`src/rtl/hazard_ctrl_if.sv`:
```
// rtl/hazard_ctrl_if.sv - pipeline hazard inputs and stage register controls
interface hazard_ctrl_if #(
  parameter int REG_ADDR_WIDTH = 5
);
  logic                      id_valid;
  logic [REG_ADDR_WIDTH-1:0] id_rs1_addr;
  logic [REG_ADDR_WIDTH-1:0] id_rs2_addr;
  logic                      id_rs1_ren;
  logic                      id_rs2_ren;
  logic                      ex_valid;
  logic                      ex_mem_ren;
  logic [REG_ADDR_WIDTH-1:0] ex_reg_waddr;
  logic                      ex_redirect;
  logic                      mem_req;
  logic                      mem_resp;

  logic pc_en;
  logic if_id_en;
  logic id_exe_en;
  logic exe_mem_en;
  logic mem_wb_en;
  logic if_id_flush;
  logic id_exe_flush;
  logic mem_wb_flush;

  // Pipeline side: presents stage status, consumes stage controls
  modport master (
    output id_valid, id_rs1_addr, id_rs2_addr, id_rs1_ren, id_rs2_ren,
    output ex_valid, ex_mem_ren, ex_reg_waddr, ex_redirect, mem_req, mem_resp,
    input  pc_en, if_id_en, id_exe_en, exe_mem_en, mem_wb_en,
    input  if_id_flush, id_exe_flush, mem_wb_flush
  );

  // Controller side: consumes stage status, drives stage controls
  modport slave (
    input  id_valid, id_rs1_addr, id_rs2_addr, id_rs1_ren, id_rs2_ren,
    input  ex_valid, ex_mem_ren, ex_reg_waddr, ex_redirect, mem_req, mem_resp,
    output pc_en, if_id_en, id_exe_en, exe_mem_en, mem_wb_en,
    output if_id_flush, id_exe_flush, mem_wb_flush
  );
endinterface

```
`src/rtl/hazard_ctrl.sv`:
```
// rtl/hazard_ctrl.sv - five-stage pipeline stall/flush controller with memory watchdog
module hazard_ctrl #(
  parameter int REG_ADDR_WIDTH = 5,
  parameter int MEM_TIMEOUT    = 255,
  parameter int CNT_WIDTH      = 32
) (
  input  logic                 clk,
  input  logic                 rst_n,
  hazard_ctrl_if.slave         bus,
  output logic                 halt,
  output logic [CNT_WIDTH-1:0] stall_cnt,
  output logic [CNT_WIDTH-1:0] flush_cnt
);

  localparam int WAIT_W = $clog2(MEM_TIMEOUT + 1);
  localparam logic [WAIT_W-1:0] WAIT_ONE = WAIT_W'(1);
  localparam logic [WAIT_W-1:0] WAIT_MAX = WAIT_W'(MEM_TIMEOUT);

  typedef enum logic [1:0] {
    RUN      = 2'd0,
    MEM_WAIT = 2'd1,
    ERROR    = 2'd2
  } state_t;

  state_t              state_q, state_d;
  logic [WAIT_W-1:0]   wait_cnt_q, wait_cnt_d;
  logic [WAIT_W-1:0]   wait_inc;
  logic                halt_q, halt_d;
  logic [CNT_WIDTH-1:0] stall_cnt_q, stall_cnt_d;
  logic [CNT_WIDTH-1:0] flush_cnt_q, flush_cnt_d;

  logic lu;
  logic mem_block;
  logic pc_en, if_id_en, id_exe_en, exe_mem_en, mem_wb_en;
  logic if_id_flush, id_exe_flush, mem_wb_flush;

  // Hazard detection: a load in EX feeding a register ID is about to read
  always_comb begin
    lu = bus.id_valid && bus.ex_valid && bus.ex_mem_ren &&
         (bus.ex_reg_waddr != '0) &&
         ((bus.id_rs1_ren && (bus.id_rs1_addr == bus.ex_reg_waddr)) ||
          (bus.id_rs2_ren && (bus.id_rs2_addr == bus.ex_reg_waddr)));
    mem_block = bus.mem_req && !bus.mem_resp;
    wait_inc  = wait_cnt_q + WAIT_ONE;
  end

  // Next-state and stage controls; resolve path shared by RUN and MEM_WAIT response
  always_comb begin
    logic resolve;
    logic stall_mem;
    state_d      = state_q;
    wait_cnt_d   = wait_cnt_q;
    resolve      = 1'b0;
    stall_mem    = 1'b0;
    pc_en        = 1'b1;
    if_id_en     = 1'b1;
    id_exe_en    = 1'b1;
    exe_mem_en   = 1'b1;
    mem_wb_en    = 1'b1;
    if_id_flush  = 1'b0;
    id_exe_flush = 1'b0;
    mem_wb_flush = 1'b0;

    case (state_q)
      RUN: begin
        if (mem_block) begin
          stall_mem  = 1'b1;
          wait_cnt_d = WAIT_ONE;
          state_d    = (WAIT_ONE >= WAIT_MAX) ? ERROR : MEM_WAIT;
        end else begin
          resolve = 1'b1;
        end
      end
      MEM_WAIT: begin
        if (!bus.mem_resp) begin
          stall_mem  = 1'b1;
          wait_cnt_d = wait_inc;
          if (wait_inc >= WAIT_MAX) state_d = ERROR;
        end else begin
          resolve    = 1'b1;
          wait_cnt_d = '0;
          state_d    = RUN;
        end
      end
      default: begin
        pc_en      = 1'b0;
        if_id_en   = 1'b0;
        id_exe_en  = 1'b0;
        exe_mem_en = 1'b0;
        mem_wb_en  = 1'b0;
        state_d    = ERROR;
      end
    endcase

    // MEM holds its instruction; WB is fed a bubble so nothing retires twice
    if (stall_mem) begin
      pc_en        = 1'b0;
      if_id_en     = 1'b0;
      id_exe_en    = 1'b0;
      exe_mem_en   = 1'b0;
      mem_wb_en    = 1'b1;
      mem_wb_flush = 1'b1;
    end

    // Redirect squashes the ID instruction, so a coincident load-use is moot
    if (resolve) begin
      if (bus.ex_redirect) begin
        if_id_flush  = 1'b1;
        id_exe_flush = 1'b1;
      end else if (lu) begin
        pc_en        = 1'b0;
        if_id_en     = 1'b0;
        id_exe_flush = 1'b1;
      end
    end

    // Reset forces every control low without waiting for a clock
    if (!rst_n) begin
      pc_en        = 1'b0;
      if_id_en     = 1'b0;
      id_exe_en    = 1'b0;
      exe_mem_en   = 1'b0;
      mem_wb_en    = 1'b0;
      if_id_flush  = 1'b0;
      id_exe_flush = 1'b0;
      mem_wb_flush = 1'b0;
    end
  end

  // Performance counters and sticky halt
  always_comb begin
    halt_d      = halt_q || (state_d == ERROR);
    stall_cnt_d = stall_cnt_q;
    flush_cnt_d = flush_cnt_q;
    if ((state_q != ERROR) && !pc_en) stall_cnt_d = stall_cnt_q + CNT_WIDTH'(1);
    if (if_id_flush)                  flush_cnt_d = flush_cnt_q + CNT_WIDTH'(1);
  end

  // State registers
  always_ff @(posedge clk or negedge rst_n) begin
    if (!rst_n) begin
      state_q     <= RUN;
      wait_cnt_q  <= '0;
      halt_q      <= 1'b0;
      stall_cnt_q <= '0;
      flush_cnt_q <= '0;
    end else begin
      state_q     <= state_d;
      wait_cnt_q  <= wait_cnt_d;
      halt_q      <= halt_d;
      stall_cnt_q <= stall_cnt_d;
      flush_cnt_q <= flush_cnt_d;
    end
  end

  assign bus.pc_en        = pc_en;
  assign bus.if_id_en     = if_id_en;
  assign bus.id_exe_en    = id_exe_en;
  assign bus.exe_mem_en   = exe_mem_en;
  assign bus.mem_wb_en    = mem_wb_en;
  assign bus.if_id_flush  = if_id_flush;
  assign bus.id_exe_flush = id_exe_flush;
  assign bus.mem_wb_flush = mem_wb_flush;
  assign halt             = halt_q;
  assign stall_cnt        = stall_cnt_q;
  assign flush_cnt        = flush_cnt_q;

endmodule

```
`src/flat_wrapper.sv`:
```
// flat-port wrapper written by rule: the top's interface ports become plain ports
module hazard_ctrl_flat 
#(
  parameter int REG_ADDR_WIDTH = 5,
  parameter int MEM_TIMEOUT    = 255,
  parameter int CNT_WIDTH      = 32
)
  (clk, rst_n, halt, stall_cnt, flush_cnt, bus_id_valid, bus_id_rs1_addr, bus_id_rs2_addr, bus_id_rs1_ren, bus_id_rs2_ren, bus_ex_valid, bus_ex_mem_ren, bus_ex_reg_waddr, bus_ex_redirect, bus_mem_req, bus_mem_resp, bus_pc_en, bus_if_id_en, bus_id_exe_en, bus_exe_mem_en, bus_mem_wb_en, bus_if_id_flush, bus_id_exe_flush, bus_mem_wb_flush);
  hazard_ctrl_if #(.REG_ADDR_WIDTH(REG_ADDR_WIDTH)) bus_i ();
  input  logic clk;
  input  logic rst_n;
  output logic halt;
  output logic [CNT_WIDTH-1:0] stall_cnt;
  output logic [CNT_WIDTH-1:0] flush_cnt;
  input wire logic [$bits(bus_i.id_valid)-1:0] bus_id_valid;
  input wire logic [$bits(bus_i.id_rs1_addr)-1:0] bus_id_rs1_addr;
  input wire logic [$bits(bus_i.id_rs2_addr)-1:0] bus_id_rs2_addr;
  input wire logic [$bits(bus_i.id_rs1_ren)-1:0] bus_id_rs1_ren;
  input wire logic [$bits(bus_i.id_rs2_ren)-1:0] bus_id_rs2_ren;
  input wire logic [$bits(bus_i.ex_valid)-1:0] bus_ex_valid;
  input wire logic [$bits(bus_i.ex_mem_ren)-1:0] bus_ex_mem_ren;
  input wire logic [$bits(bus_i.ex_reg_waddr)-1:0] bus_ex_reg_waddr;
  input wire logic [$bits(bus_i.ex_redirect)-1:0] bus_ex_redirect;
  input wire logic [$bits(bus_i.mem_req)-1:0] bus_mem_req;
  input wire logic [$bits(bus_i.mem_resp)-1:0] bus_mem_resp;
  output wire logic [$bits(bus_i.pc_en)-1:0] bus_pc_en;
  output wire logic [$bits(bus_i.if_id_en)-1:0] bus_if_id_en;
  output wire logic [$bits(bus_i.id_exe_en)-1:0] bus_id_exe_en;
  output wire logic [$bits(bus_i.exe_mem_en)-1:0] bus_exe_mem_en;
  output wire logic [$bits(bus_i.mem_wb_en)-1:0] bus_mem_wb_en;
  output wire logic [$bits(bus_i.if_id_flush)-1:0] bus_if_id_flush;
  output wire logic [$bits(bus_i.id_exe_flush)-1:0] bus_id_exe_flush;
  output wire logic [$bits(bus_i.mem_wb_flush)-1:0] bus_mem_wb_flush;
  assign bus_i.id_valid = bus_id_valid;
  assign bus_i.id_rs1_addr = bus_id_rs1_addr;
  assign bus_i.id_rs2_addr = bus_id_rs2_addr;
  assign bus_i.id_rs1_ren = bus_id_rs1_ren;
  assign bus_i.id_rs2_ren = bus_id_rs2_ren;
  assign bus_i.ex_valid = bus_ex_valid;
  assign bus_i.ex_mem_ren = bus_ex_mem_ren;
  assign bus_i.ex_reg_waddr = bus_ex_reg_waddr;
  assign bus_i.ex_redirect = bus_ex_redirect;
  assign bus_i.mem_req = bus_mem_req;
  assign bus_i.mem_resp = bus_mem_resp;
  assign bus_pc_en = bus_i.pc_en;
  assign bus_if_id_en = bus_i.if_id_en;
  assign bus_id_exe_en = bus_i.id_exe_en;
  assign bus_exe_mem_en = bus_i.exe_mem_en;
  assign bus_mem_wb_en = bus_i.mem_wb_en;
  assign bus_if_id_flush = bus_i.if_id_flush;
  assign bus_id_exe_flush = bus_i.id_exe_flush;
  assign bus_mem_wb_flush = bus_i.mem_wb_flush;
  hazard_ctrl #(.REG_ADDR_WIDTH(REG_ADDR_WIDTH), .MEM_TIMEOUT(MEM_TIMEOUT), .CNT_WIDTH(CNT_WIDTH)) u_core (.clk(clk), .rst_n(rst_n), .bus(bus_i), .halt(halt), .stall_cnt(stall_cnt), .flush_cnt(flush_cnt));
endmodule
```
`config.mk`:
```
export PLATFORM = sky130hd
export DESIGN_NAME = hazard_ctrl_flat
export DESIGN_NICKNAME = d
export VERILOG_FILES = /design/src/rtl/hazard_ctrl_if.sv /design/src/rtl/hazard_ctrl.sv /design/src/flat_wrapper.sv
export SDC_FILE = /design/constraint.sdc
export NUM_CORES = 1
export LEC_CHECK = 0
export BUFFER_PORTS_ARGS = -buffer_cell sky130_fd_sc_hd__buf_2
export CAP_MARGIN = 20
export CORE_ASPECT_RATIO = 0.8
export CORE_MARGIN = 1
export CORE_UTILIZATION = 57
export CTS_CLUSTER_SIZE = 12
export DETAILED_ROUTE_END_ITERATION = 7
export PLACE_DENSITY = 0.85
export SYNTH_ARGS = -nofsm -noshare
export SYNTH_HDL_FRONTEND = slang
export SYNTH_SLANG_ARGS = --single-unit
```
`constraint.sdc`:
```
create_clock -name clk -period 2.8 [get_ports clk]
set_input_delay 0.7 -clock clk [delete_from_list [all_inputs] [get_ports clk]]
set_output_delay 0.7 -clock clk [all_outputs]
set_load 0.05 [all_outputs]
```
**Word level (Yosys, flattened, before mapping)**

Index checks and enable logic that the tools add are counted.

- Output and inout bits: 73
- Bits in read-only memories: 0
- Word-level logic and storage cells: 63
- Memories: 0
- Input bits: 25
- Latch bits: 0
- RAM bits: 0
- Register bits: 75

- Order comparisons: 1
- Reduce and logical (&&, ||, !) cells: 17
- Equal/unequal tests: 6
- $mul: 0
- Shift operators: 0
- Divide/modulo/power cells: 0
- Bitwise operators: 0
- Add/subtract/negate cells: 3
- Multiplexer cells: 31

Operators with widths:

| operator | number |
|---|---|
| adder 32 x 1 -> 32 bit (second input constant) | 2 |
| 2-to-1 mux 1 bit | 22 |
| 2-to-1 mux 8 bit | 2 |
| case mux 8 bit (2 select lines) | 1 |
| equality test 5 bit | 2 |
| adder 8 x 1 -> 8 bit (second input constant) | 1 |
| greater-or-equal comparator 8 bit (second input constant) | 1 |
| logical AND 1 bit | 8 |
| 2-to-1 mux 2 bit | 3 |
| nonzero test 5 bit | 1 |
| case mux 1 bit (2 select lines) | 2 |
| case mux 2 bit (2 select lines) | 1 |
| equality test 2 x 1 -> 1 bit (second input constant) | 1 |
| equality test 2 bit (second input constant) | 1 |
| logical NOT 1 bit | 2 |
| logical NOT 2 bit | 1 |
| logical OR 1 bit | 2 |
| != test 2 x 1 -> 1 bit (second input constant) | 1 |
| != test 2 bit (second input constant) | 1 |
| AND reduction 2 bit | 1 |
| nonzero test 2 bit | 1 |
| OR reduction 2 bit | 1 |

**Longest topological paths before layout**

Gate-level depths: netlist of run 1.

- Word-level depth: 11
- Mapped depth: 7
- Depth with buffers taken out: 7

**Least setup slack after synthesis of run 1**

OpenSTA, ideal clock, no wires.

- Path type: input port to output port
- From: input port rst_n
- To: output port bus_pc_en
- Required time: 2.100 ns
- Data arrival time: 2.830 ns
- Setup slack: -0.730 ns
- Path buffers: 1
- Cell stages on the path: 5
- Path through: inv_1 nor2_1 and2_1 o21a_1 buf_4

- Longest elaborated chain between the ends: 1

Ends and longest elaborated chain:

| item | line | source |
|---|---|---|
| from (decl) | flat_wrapper.sv:11 | `input logic rst_n;` |
| 2-to-1 mux 1 bit | n/a |  |
| to (decl) | flat_wrapper.sv:26 | `output wire logic [$bits(bus_i.pc_en)-1:0] bus_pc_en;` |

No other way between the ends.

**Worst setup path in the final report of run 1**

- From: input port bus_ex_reg_waddr[1]
- To: output port bus_id_exe_flush

- Longest elaborated chain between the ends: 8
- Elaborated cells on any way between the ends: 12
- Those cells by class: 2 x eq/ne; 4 x mux; 6 x reduce/logical

Ends and longest elaborated chain:

| item | line | source |
|---|---|---|
| from (decl) | flat_wrapper.sv:22 | `input wire logic [$bits(bus_i.ex_reg_waddr)-1:0] bus_ex_reg_waddr;` |
| equality test 5 bit (on tied branches) | hazard_ctrl.sv:41, hazard_ctrl.sv:42 |  |
| logical AND 1 bit (on tied branches) | hazard_ctrl.sv:41, hazard_ctrl.sv:42 |  |
| logical OR 1 bit | hazard_ctrl.sv:41 | `((bus.id_rs1_ren && (bus.id_rs1_addr == bus.ex_reg_waddr)) \|\|` |
| logical AND 1 bit (*) | hazard_ctrl.sv:40 | `(bus.ex_reg_waddr != '0) &&` |
| 2-to-1 mux 1 bit (*) | hazard_ctrl.sv:110 | `end else if (lu) begin` |
| 2-to-1 mux 1 bit (*) | hazard_ctrl.sv:107 | `if (bus.ex_redirect) begin` |
| 2-to-1 mux 1 bit (*) | hazard_ctrl.sv:106 | `if (resolve) begin` |
| 2-to-1 mux 1 bit (*) | hazard_ctrl.sv:118 | `if (!rst_n) begin` |
| to (decl) | flat_wrapper.sv:32 | `output wire logic [$bits(bus_i.id_exe_flush)-1:0] bus_id_exe_flush;` |

Mark *: on every way between the ends. The rest lies on a longest branch, timed or not.

==> summary.txt, run 1 <==
Floorplan
  • Die X: between 90 and 100 um
  • Die area: around 7000 sq um
  • Core ar.: 6409 sq um
  • Initial core utilization: 58.94%
  • Top Ports: 98
  • Core Rows: 26
  • Die Y: 74.81 um

Pwr
  • P_leak: around 2.3 nW
  • Maximum VDD drop: approximately 0.00063 V
  • Cell Pwr Density: 648.2 nW/um^2

STA
  • Clk_skew: between 7 and 8 ps
  • Relative slew slack: 58.85%
  • Post-route setup TNS: 0 ps
  • Post-route minimum period: approximately 2600 ps
  • Slew @ Worst Pin: 617.2 ps
  • Final-report hold violation count: 0
  • Final slew viol count: 0
  • Finish-stage setup viols: 0
  • Fmax: between 300 and 400 MHz
  • Fin crit share: between 90% and 100%
  • Setup repair after global routing missed its margin: no

Synthesis
  • Syn_area_per_cell: 10.70 sq um
  • Async SR Flop Fraction: 100.0%
  • Yosys Warn Count: 0
  • Largest area contributor in the netlist: dfrtp_1
  • Main combinational cell family by area after synthesis: simple AND/OR/NAND/NOR gates
  • Post-synthesis xor/xnor area fraction: between 10% and 20%
  • Synthesized flop and latch total: 75
  • Simple-Gate Fraction of Synth Area: a little under a quarter
  • EDFF count, synth: 0
  • Post-synthesis compound-gate area fraction: 5.730%
  • Synthesized instance count: 353
  • Dominant cells by area after synthesis: dfrtp_1 (50%), xnor2_1 (12%), xor2_1 (6.0%)
  • Seq/Total Area, Yosys: roughly 50%
  • Post-Syn Area: 3777 sq um
  • Synth top area share: 49.69%
  • Synth unique cells: 46
  • Top FF cell, synth: dfrtp_1
  • Syn Nets: 382
  • Multiplexer area fraction after synthesis: 0.2981%
  • Post-synthesis adder-cell area fraction: 1.325%

Critical path
  • R2R cell count: 7
  • R2r setup slk: 610 ps
  • Reg2reg start: u_core.stall_cnt[0]$_DFFE_PN0P_
  • Worst setup path class: in -> out
  • R2R Path End: u_core.stall_cnt[22]$_DFFE_PN0P_
  • Critical path capture point type: output pin
  • WP data required: about 2100 ps
  • Worst EP arrival: 1910 ps
  • Startpoint Class: primary input
  • Max Fanout on Critical Path: 3

Final layout
  • Antenna Cells: 0
  • Most common cell after layout, fill and taps aside: buf_2
  • Cell area after layout: 4606 sq um
  • Layout area overhead: 21.93%
  • Share of cells above drive strength 1: 29.76%
  • Fin nets: 492
  • Most frequent cells in the layout: buf_2 (97), dfrtp_1 (75), xnor2_1 (50)

Global route
  • Largest net degree at the start of global routing: 51
  • First-pass GRT wire length: roughly 13000 um
  • Total gr overflow: 0
  • Vias in the first global route: 2860
  • GRT Overall Usage: 24.97%
  • Initial antenna violation count: 0

CTS
  • CTS max path bufs: 2
  • Post-CTS setup repair buffer count: 0
  • Clk sink count: 75
  • CTS tree: done
  • Clock latency on the worst-skew pair: about 340 ps
  • H-tree Lvls: 3
  • Number of buffers created by CTS: 9
  • CTS clk-pin slew, worst paths: 70 ps
  • Cts repair resizes: 0
  • Hold buffer count at CTS: 0
  • Clock Root Buffer: clkbuf_8

Drt
  • 1st-pass router iterations: 4
  • Final ANT Viol Nets: 0
  • Post-DR vias/cell: 5.461
  • DRC violations left: 0
  • Final wirelength: 8138 um
  • Vias: 3009
  • Routed wire length per instance: 14.77 um
  • Starting DRT DRC Count: 86

Place
  • Dpl hpwl: 5989 um
  • Placement Cell Area: 4398 sq um
  • GPL Wtd Cong: 0.8508
  • Count of buffers from port buffering: 97

Status
  • Status: finished clean

Min path
  • HP Class: in -> async

Run
  • Max Cap Violations: 0
-- synth_stat cells (all sizes together), types with 4 or more instances --
library cell,count
xnor2,50
and2,7
nand3,21
a21oi,5
nor2,27
dfrtp,75
nor4,7
buf,4
and3,16
nand4,27
nor3,6
xor2,26
nand2,36
inv,7
ha,4
o21ai,14
-- cell families (layout without fill, tap and decap cells) --
family	count (synthesis)	in the layout
and+or+nand+nor	154	154
buffers and inverters	12	126
DFF	75	75
adders and majority gates	4	4
muxes	1	1
xor gates and xnor gates	76	76
AOI/OAI and AO/OA	31	31
-- critical path, stage by stage --
cell     delay, ps
buf_2          120
xnor2_1        180
nand4_1        170
o22ai_4        250
a21oi_1        110
nor2b_2        120
buf_2          260
-- area by class of cell --
class	count	area, sq um
Fill cell	486	1803
Clock buffer	11	131.4
Timing Repair Buffer	104	538.0
Sequential cell	75	1877
Multi-Input combinational cell	266	1852
Inverter	7	26.28
Tap cell	84	105.1
Clock inverter	4	76.32
-- layer usage --
metal	GRT usage, %	up-vias	share of wire [%]
met5	0	-	0
met2	42.32	103	49
met1	32.15	1454	45
met4	7.179	0	0.29
met3	6.667	2	5.6
li1	-	1450	-
-- sequential cells by signal, indices dropped and copies added, names as in the netlist --
register,count
u_core.flush_cnt,32
u_core.stall_cnt,32
u_core.halt,1
u_core.state_q,2
u_core.wait_cnt_q,8
-- worst max-delay path by stage --
| stage | endpoint | slack (ps) | cells past startpoint | start |
|---|---|---|---|---|
| finish | bus_id_exe_flush | 190 | 7 | bus_ex_reg_waddr[1] |
| global route | bus_id_exe_flush | 70 | 7 | bus_ex_reg_waddr[1] |
| CTS | bus_pc_en | 170 | 7 | bus_ex_reg_waddr[1] |
| detailed placement | bus_id_exe_flush | 180 | 7 | bus_ex_reg_waddr[1] |
| global placement | bus_pc_en | 240 | 7 | bus_ex_reg_waddr[1] |
| floorplan | bus_pc_en | 40 | 5 | rst_n |
-- report_power, final --
part / switching [W] / internal, W
clock: 0.000388 / 0.000499
sequential: 0.000164 / 0.00118
combinational: 0.000550 / 0.000205
total: 0.00110 / 0.00188
-- metrics by stage --
stage	total power, W	hold slack [ps]	util, %	instances	setup WS (ps)
after floorplan	0.001894	404.4	-	353	39.02
after global placement	0.002090	451.3	68.63	536	238.3
after detailed placement	0.002115	453.7	68.63	536	180.1
after CTS	0.003010	194.8	71.87	551	174.9
after global routing	0.003128	200.0	71.87	551	68.79
final	0.002985	213.0	71.87	551	194.4
Power figures use the tool's default switching activity.
==> inputs of run 2 (changes only) <==
ABC_AREA = 1   (was not set)
CORE_UTILIZATION = 60   (was 57)
PLACE_DENSITY = 0.86   (was 0.85)
==> summary.txt, run 2 <==
Drt
  • DRC violations left: 0
  • Post-DR vias/cell: 5.394
  • Starting DRT DRC Count: 484
  • Final ANT Viol Nets: 0
  • 1st-pass router iterations: 5
  • WL met1: 6529 um
  • Final wirelength: 13820 um
  • Met2 wire len: 5842 um
  • Vias: 5205
  • Routed wire length per instance: 14.32 um
  • Routed met3 length: 1305 um
  • Max layer used: met4

CTS
  • CTS clk-pin slew, worst paths: 80 ps
  • Hold buffer count at CTS: 0
  • Clock latency on the worst-skew pair: 350 ps
  • Clock Root Buffer: clkbuf_8
  • Number of buffers created by CTS: 9
  • CTS max path bufs: 2
  • CTS tree: done
  • H-tree Lvls: 3
  • Clk sink count: 75

Min path
  • HP Class: in -> async

Critical path
  • Max Fanout on Critical Path: 5
  • R2r setup slk: roughly 540 ps
  • Max incr delay on CP: 260 ps
  • R2R cell count: 11
  • Critical path buffers and inverters: 3
  • R2R Path End: u_core.stall_cnt[28]$_DFFE_PN0P_
  • Worst setup path class: in -> out
  • Most frequent CP cell: nand2_2
  • Worst EP arrival: 1950 ps
  • Startpoint Class: primary input
  • CP Launch Point: bus_mem_req
  • Critical path capture point type: output pin
  • Largest delay contributor family on the critical path: simple AND/OR/NAND/NOR gates
  • CP Cell Sequence: buf_2, inv_12, nor2_4, nand2_2, nand2_4, nor3_4, nand2_2, nand2_2, buf_2
  • Reg2reg start: u_core.state_q[0]$_DFF_PN0_
  • Slowest CP cell: nor3_4
  • WP data required: 2100 ps
  • Total stage count of the critical path: 9

STA
  • Setup repair after global routing missed its margin: no
  • Hold Slack: 153.3 ps
  • Relative slew slack: a little over a third
  • Final slew viol count: 0
  • Final-report hold violation count: 0
  • Clk_skew: 12.72 ps
  • Post-route minimum period: 2650 ps
  • Slew @ Worst Pin: ~960 ps
  • Fin crit share: between 90% and 100%
  • Fmax: between 300 and 400 MHz
  • Post-route setup TNS: 0 ps
  • Finish-stage setup viols: 0

Place
  • Placement Cell Area: 5632 sq um
  • Placed insts: 949
  • Dpl hpwl: 10280 um
  • GPL Wtd Cong: 0.9712
  • Count of buffers from port buffering: 97

Synthesis
  • Post-synth top cells: nand2_1 (330), nor2_1 (97), dfrtp_1 (75), inv_1 (65), nand4_1 (38)
  • Syn Nets: between 700 and 800
  • Syn_area_per_cell: 6.638 sq um
  • EDFF count, synth: 0
  • Seq/Total Area, Yosys: 37.35%
  • Dominant cells by area after synthesis: dfrtp_1 (37%), nand2_1 (25%), nor2_1 (7.2%)
  • Largest area contributor in the netlist: dfrtp_1
  • Count leader, synth: nand2_1
  • Post-Syn Area: roughly 5000 sq um
  • Synthesized flop and latch total: 75
  • Synth top area share: 37.35%
  • Async SR Flop Fraction: 100.0%
  • Top FF cell, synth: dfrtp_1
  • Yosys Warn Count: 0
  • Synthesized instance count: 757
  • Synth unique cells: 29

Final layout
  • Most common cell after layout, fill and taps aside: nand2_1
  • Share of cells above drive strength 1: between 15 and 20%
  • Most frequent cells in the layout: nand2_1 (325), nor2_1 (96), buf_2 (96)
  • Antenna Cells: 0
  • Layout area overhead: 15.96%
  • Fin nets: 881
  • Cell area after layout: between 5000 and 6000 sq um
  • Non-Filler Instances: 965

Floorplan
  • Die Y: between 80 and 90 um
  • Die X: 104.3 um
  • Initial core utilization: 62.66%
  • Core ar.: between 8000 and 9000 sq um
  • Core Rows: 29
  • Die area: 8747 sq um
  • Top Ports: 98

Global route
  • First-pass GRT wire length: approximately 23000 um
  • GRT Overall Usage: roughly a third
  • Largest net degree at the start of global routing: 74
  • Vias in the first global route: 4686
  • Total gr overflow: 0
  • Initial antenna violation count: 0

Status
  • Status: finished clean

Pwr
  • Maximum VDD drop: 0.0003044 V
  • P_leak: around 3.1 nW
  • Cell Pwr Density: 358.1 nW/um^2
  • Final Power: around 0.0021 W

Run
  • Max Cap Violations: 0
## run 2: cell type report
class	count	area, sq um
Timing Repair Buffer	104	540.5
Multi-Input combinational cell	596	2819
Sequential cell	75	1878
Clock inverter	6	66.31
Fill cell	701	2192
Clock buffer	10	127.6
Inverter	66	260.3
Tap cell	108	135.1
## run 2: power by group
| group | switching, W | internal [W] |
|---|---|---|
| Sequential | 0.0000125 | 0.00109 |
| Clock | 0.000430 | 0.000412 |
| Combinational | 0.000102 | 0.0000389 |
## run 2: cell families (layout without fill, tap and decap cells)
| group | Yosys count | count (layout) | synth area share, % |
|---|---|---|---|
| buffers and inverters | 86 | 186 | 7.320 |
| AO/OA/AOI/OAI | 22 | 22 | 2.390 |
| XOR/XNOR | 46 | 46 | 8.018 |
| adder cells (fa/ha/maj) | 4 | 4 | 0.9961 |
| flip-flops | 75 | 75 | 37.35 |
| AND/OR/NAND/NOR | 524 | 524 | 43.92 |
## run 2: routing by layer
metal | vias up | track usage, %
met4 | 0 | 6.104
met5 | - | 0
met3 | 19 | 8.041
li1 | 2567 | -
met1 | 2391 | 49.19
met2 | 228 | 47.32
## run 2: what timing repair did
item	4_1_cts	5_1_grt
buffers inserted	0	0
endpoints found under the setup margin	0	2
resized for setup	0	1
## run 2: metrics by stage
| stage | worst slack [ps] | utilization, % |
|---|---|---|
| final | 150.3 | 72.66 |
| after global routing | 37.44 | 72.66 |
| after CTS | 95.86 | 72.65 |
| after detailed placement | 139.7 | 70.23 |
| after global placement | 211.1 | 70.23 |
| after floorplan | -133.9 | - |
## run 2: worst max-delay path by stage
stage	end	slack, ps
floorplan	bus_pc_en	-130
global placement	bus_id_exe_flush	210
detailed placement	bus_id_exe_flush	140
CTS	bus_id_exe_flush	100
global route	bus_id_exe_flush	40
finish	bus_id_exe_flush	150
